[src/rtl/mem_stage_cache.sv]
// Memory stage: sprite/ALU result mux, branch-condition evaluation, and a
// direct-mapped write-through single-word-line data cache in front of a
// req/ack backing memory. Read misses and all writes stall the pipeline.
module mem_stage_cache #(
  parameter int ADDR_W  = 22,
  parameter int DATA_W  = 32,
  parameter int INDEX_W = 5,
  parameter int CNT_W   = 16
) (
  input  logic              clk,
  input  logic              rst_n,
  input  logic              re,
  input  logic              we,
  input  logic [ADDR_W-1:0] addr,
  input  logic [DATA_W-1:0] wr_data,
  input  logic              flush,
  input  logic              sprite_ALU_select,
  input  logic [DATA_W-1:0] sprite_data,
  input  logic [DATA_W-1:0] ALU_result,
  input  logic              flag_ov,
  input  logic              flag_neg,
  input  logic              flag_zero,
  input  logic [2:0]        branch_condition,
  output logic [DATA_W-1:0] mem_result,
  output logic              cache_hit,
  output logic              stall,
  output logic [DATA_W-1:0] sprite_ALU_result,
  output logic              branch_taken,
  output logic              mem_req,
  output logic              mem_we,
  output logic [ADDR_W-1:0] mem_addr,
  output logic [DATA_W-1:0] mem_wdata,
  input  logic [DATA_W-1:0] mem_rdata,
  input  logic              mem_ack,
  output logic [CNT_W-1:0]  hit_count,
  output logic [CNT_W-1:0]  miss_count
);

  localparam int TAG_W = ADDR_W - INDEX_W;
  localparam int LINES = 1 << INDEX_W;

  localparam logic [1:0] IDLE  = 2'd0;
  localparam logic [1:0] FETCH = 2'd1;
  localparam logic [1:0] WRITE = 2'd2;
  localparam logic [1:0] DONE  = 2'd3;

  logic [1:0]        state, state_nxt;
  logic [LINES-1:0]  valid;
  logic [TAG_W-1:0]  tag_arr  [LINES];
  logic [DATA_W-1:0] data_arr [LINES];
  logic [DATA_W-1:0] fill;
  logic              was_read;

  logic [INDEX_W-1:0] idx;
  logic [TAG_W-1:0]   atag;
  logic               hit;
  logic               rd_req;
  logic               stall_i, hit_i, req_i;
  logic [DATA_W-1:0]  result_i;

  assign idx    = addr[INDEX_W-1:0];
  assign atag   = addr[ADDR_W-1:INDEX_W];
  assign hit    = valid[idx] && (tag_arr[idx] == atag);
  assign rd_req = re && !we;

  assign sprite_ALU_result = sprite_ALU_select ? sprite_data : ALU_result;

  // Branch decision from the ALU flags
  always_comb begin
    branch_taken = 1'b0;
    case (branch_condition)
      3'b000: branch_taken = !flag_zero;
      3'b001: branch_taken = flag_zero;
      3'b010: branch_taken = !flag_zero && !flag_neg;
      3'b011: branch_taken = flag_neg;
      3'b100: branch_taken = !flag_neg;
      3'b101: branch_taken = flag_neg || flag_zero;
      3'b110: branch_taken = flag_ov;
      default: branch_taken = 1'b1;
    endcase
  end

  // Next-state and internal (pre-reset-gating) output decode
  always_comb begin
    state_nxt = state;
    stall_i   = 1'b0;
    hit_i     = 1'b0;
    req_i     = 1'b0;
    result_i  = '0;
    case (state)
      IDLE: begin
        if (we) begin
          stall_i   = 1'b1;
          state_nxt = WRITE;
        end else if (re) begin
          if (hit) begin
            hit_i    = 1'b1;
            result_i = data_arr[idx];
          end else begin
            stall_i   = 1'b1;
            state_nxt = FETCH;
          end
        end
      end
      FETCH, WRITE: begin
        stall_i = 1'b1;
        req_i   = 1'b1;
        if (mem_ack) state_nxt = DONE;
      end
      default: begin
        result_i  = was_read ? fill : '0;
        state_nxt = IDLE;
      end
    endcase
  end

  // Reset forces the handshake and pipeline controls low asynchronously
  assign stall      = rst_n && stall_i;
  assign cache_hit  = rst_n && hit_i;
  assign mem_req    = rst_n && req_i;
  assign mem_we     = rst_n && req_i && (state == WRITE);
  assign mem_result = rst_n ? result_i : '0;
  assign mem_addr   = addr;
  assign mem_wdata  = wr_data;

  // FSM, valid bits, fill register and saturating counters
  always_ff @(posedge clk or negedge rst_n) begin
    if (!rst_n) begin
      state      <= IDLE;
      valid      <= '0;
      fill       <= '0;
      was_read   <= 1'b0;
      hit_count  <= '0;
      miss_count <= '0;
    end else begin
      state <= state_nxt;
      if (state == IDLE && !we && re) begin
        if (hit) begin
          if (hit_count != '1) hit_count <= hit_count + 1'b1;
        end else if (miss_count != '1) begin
          miss_count <= miss_count + 1'b1;
        end
      end
      if (state == IDLE && (we || re)) was_read <= rd_req;
      if (state == FETCH && mem_ack) fill <= mem_rdata;
      // flush overrides a coincident fill: data returns but line stays invalid
      if (flush) valid <= '0;
      else if (state == FETCH && mem_ack) valid[idx] <= 1'b1;
    end
  end

  // Tag/data arrays carry no reset; only valid bits qualify them
  always_ff @(posedge clk) begin
    if (state == FETCH && mem_ack) begin
      tag_arr[idx]  <= atag;
      data_arr[idx] <= mem_rdata;
    end else if (state == WRITE && mem_ack && hit) begin
      data_arr[idx] <= wr_data;
    end
  end

endmodule

[config.mk]
export PLATFORM = sky130hd
export DESIGN_NAME = mem_stage_cache
export DESIGN_NICKNAME = d
export VERILOG_FILES = /design/src/rtl/mem_stage_cache.sv
export SDC_FILE = /design/constraint.sdc
export NUM_CORES = 2
export LEC_CHECK = 0
export ABC_AREA = 1
export CAP_MARGIN = 0
export CORE_ASPECT_RATIO = 0.8
export CORE_MARGIN = 2
export CORE_UTILIZATION = 54
export CTS_BUF_LIST = sky130_fd_sc_hd__clkbuf_8 sky130_fd_sc_hd__clkbuf_16
export DETAILED_ROUTE_END_ITERATION = 12
export HOLD_SLACK_MARGIN = 0.06
export PLACE_DENSITY = 0.74
export SLEW_MARGIN = 20
export SYNTH_ARGS = -nofsm -noshare
export SYNTH_HDL_FRONTEND = slang
export SYNTH_SLANG_ARGS = --single-unit
[constraint.sdc]
create_clock -name clk -period 3.7 [get_ports clk]
set_input_delay 0.74 -clock clk [delete_from_list [all_inputs] [get_ports clk]]
set_output_delay 0.74 -clock clk [all_outputs]
set_load 0.005 [all_outputs]
==> run metrics <==
Int Power=31.6 mW; CP Launch Type=input pin; Vias=about 47000; met1 wire length=about 77000 um; Slew HR=0.480; Starting Density=0.542; Post-synth EDFFs=about 1600; initial antenna violation count=0; Final Power=about 42 mW; pin count of the biggest net entering global routing=slightly below 70; H-tree depth=4; Worst EP required=approximately 3.0 ns; post-route setup TNS=-22.73 ns; vias in the first global route=approximately 45000; CP arrival=3.75 ns; r2r worst-path depth=21; Port Buf Inserts=between 300 and 400; Hold Path Class=in -> async; WL final=203000 um; top layer in use=met4; Core ar.=approximately 120000 sq um; detailed-placement wirelength estimate=roughly 120000 um; Max FO, Critical Path=8; die height=~320 um; CTS tree=done; nets=slightly above 6000; Root Buffer Master=clkbuf_16; setup slack, reg-to-reg=~0.31 ns; Final Hold Fails=0; Synth cell types=39; Max VDD drop=493 uV; mean routed wirelength per cell=around 26 um; r2r endpoint=data_arr[6][10]; reg-to-reg startpoint=tag_arr[23][3]; first-pass GRT wire length=295000 um; clock share of power=0.387; CTS buffer count=around 160; Min Hold Slack=0.470 ns; post-synthesis average cell area=12.5 sq um; area leader, netlist=edfxtp_1; antenna-violating nets left=0; met3 routed WL=27300 um; Sw Share=0.242; Synth Warn #=0; P&R area growth vs syn=25.3%; WS Path Type=in -> out; number of cell rows=roughly 120; First DRT Iteration DRCs=about 7000; fmax=around 0.22 GHz; Post-synth top cells=1807 x nand2_1, 1568 x edfxtp_1, 452 x o22ai_1; total grt overflow=0; met2 wire len=around 90000 um; prevailing post-synth register cell=edfxtp_1; Max clock buf depth=3; worst slack at placement=-1.11 ns; Final Skew=between 0.03 and 0.04 ns; Yosys reg bits=~1700; Pins Over Slew Limit=0; GRT Resource Usage Total=0.317; P_sw=about 10 mW; Pwr per Cell Area=502 nW/um^2; worst-skew pair later-pin latency=~0.82 ns; layout cell share with drive strength beyond 1=0.177; GPL Wtd Cong=0.925; Async SR Flop Fraction=0.0594; Synth top area share=0.709; final period demand of the worst path=between 4 and 5 ns; Vias/cell=around 6.1; status=finished, violations left; drc violations=0; Post-Synthesis Cell Area=roughly 66000 sq um; max cap viols=0; Ports=roughly 320; final cycle utilization of the critical path=1.21; Syn Inst Count=5306; Die ar.=around 130000 sq um; Comb power frac=0.107; Slew @ Worst Pin=between 0.7 and 0.8 ns; Setup WS post-layout=-0.792 ns; top post-synthesis cells by area=edfxtp_1 71%, nand2_1 10%, o22ai_1 4.3%, dfrtp_1 3.7%, o21ai_0 1.8%; sequential fraction of the synthesis area=0.747; Final Core Density=0.679; RSZ-0062 raised after global routing=true; sequential share of power=0.506; # clock sinks=between 1500 and 2000; failing checks=setup timing; most frequent cell after synthesis=nand2_1; syn nets=5475; First-pass DRT Iterations=8; Final setup viols=34; clk slew on worst S/H paths=0.07 ns; die outline width=about 400 um; Lkg Pwr=between 30 and 40 nW; Critical Path End Type=output pin
[per-layer routing]
layer | track usage | vias up
met3 | 0.0712 | 535
met2 | 0.465 | 3335
met5 | 0 | -
li1 | - | 20400
met4 | 0.134 | 0
met1 | 0.460 | 23000
[metrics by stage]
| stage | cell area, sq um | instances |
|---|---|---|
| 6_report | 83200 | 7757 |
| 3_5_place_dp | 76400 | 7404 |
| 5_1_grt | 83200 | 7756 |
| 4_1_cts | 82700 | 7740 |
| 3_3_place_gp | 76400 | 7404 |
| 2_1_floorplan | 66500 | 5306 |
[power groups by stage]
stage / clock (mW) / combinational (mW) / sequential [mW]
2_1_floorplan: 0 / 2.01 / 21.5
3_3_place_gp: 0 / 4.17 / 21.5
3_5_place_dp: 0 / 4.23 / 21.5
4_1_cts: 16.2 / 4.34 / 21.1
5_1_grt: 17.0 / 4.78 / 21.2
6_report: 16.2 / 4.48 / 21.1
[cell families (layout without fill, tap and decap cells)]
kind of cell | Yosys count | in the layout | synth area share
AO/OA/AOI/OAI | 827 | 827 | 0.0758
XOR/XNOR | 18 | 18 | 0.00237
adder cells (fa/ha/maj) | 6 | 6 | 0.00113
buffers and inverters | 461 | 1273 | 0.0315
flip-flops | 1667 | 1667 | 0.747
multiplexers | 32 | 32 | 0.00543
other | 0 | 1 | 0
AND/OR/NAND/NOR | 2295 | 2295 | 0.137
[area by class of cell]
class                      count  area [sq um]
antenna                        1          2.50
clock buffer                 158          3940
clock inverter               134          1220
fill                        8021         39200
inverter                     109           469
multi-input combinational   3178         15700
sequential                  1667         49600
tap                         1638          2050
timing repair buffer         872         10300
[placed cells by master, fill, tap and decap left out, types with 13 or more instances in the layout]
cell,instances
o22ai_1,452
a21oi_1,39
clkdlybuf4s50_1,277
nor2_2,62
clkinv_2,21
dfrtp_1,99
buf_12,197
o22a_1,30
nand3_2,17
bufinv_16,17
o21ai_0,229
edfxtp_1,1568
a22o_1,15
buf_2,29
nor3_1,24
inv_1,127
buf_6,20
nand2_1,1739
nand4_1,69
buf_4,312
mux2_2,32
nand2_2,60
nor2_4,44
xor2_1,13
clkinv_1,45
o221ai_1,30
clkbuf_16,162
buf_16,17
nand3_1,109
nor2_1,134
[registers in the layout (all words and copies together) (netlist names)]
register    count
was_read        1
valid          32
tag_arr       544
hit_count      16
data_arr     1024
fill           32
miss_count     16
state           2
[worst max path at each step]
stage,from,slack (ns),end
2_1_floorplan,addr[1],-0.26,data_arr[10][0]
3_3_place_gp,addr[2],-0.99,mem_result[6]
3_5_place_dp,addr[3],-1.11,mem_result[2]
4_1_cts,addr[0],-0.66,mem_result[16]
5_1_grt,addr[0],-0.93,mem_result[13]
6_report,addr[0],-0.79,mem_result[13]
[worst max-delay path, stage by stage]
cell       delay, ns
clkbuf_16       0.15
buf_12          0.13
nor2_4          0.04
buf_12          0.13
buf_6           0.13
buf_16          0.14
nand2_1         0.09
nand3_2         0.12
nand2_1         0.08
nand2_1         0.07
nor2_2          0.15
nand2_1         0.08
nand2_2         0.08
nand2_1         0.05
nor2_1          0.09
nand2_1         0.07
nor2_2          0.15
nand3_4         0.14
nor2_4          0.16
buf_12          0.12
buf_12          0.13
buf_12          0.11
buf_16          0.10
buf_8           0.10
buf_6           0.10
nand2_2         0.04
a21oi_2         0.10
buf_2           0.12
[what timing repair did]
action / CTS / global route
pin swaps: 23 / 46
cloned: 14 / 4
endpoints found under the hold margin: 20 / 0
gates resized for setup: 280 / 88
hold buffers: 1 / 0
setup endpoints to repair: 34 / 34
setup buffers: 31 / 12
No activity file was read; power rests on OpenSTA's default activity.
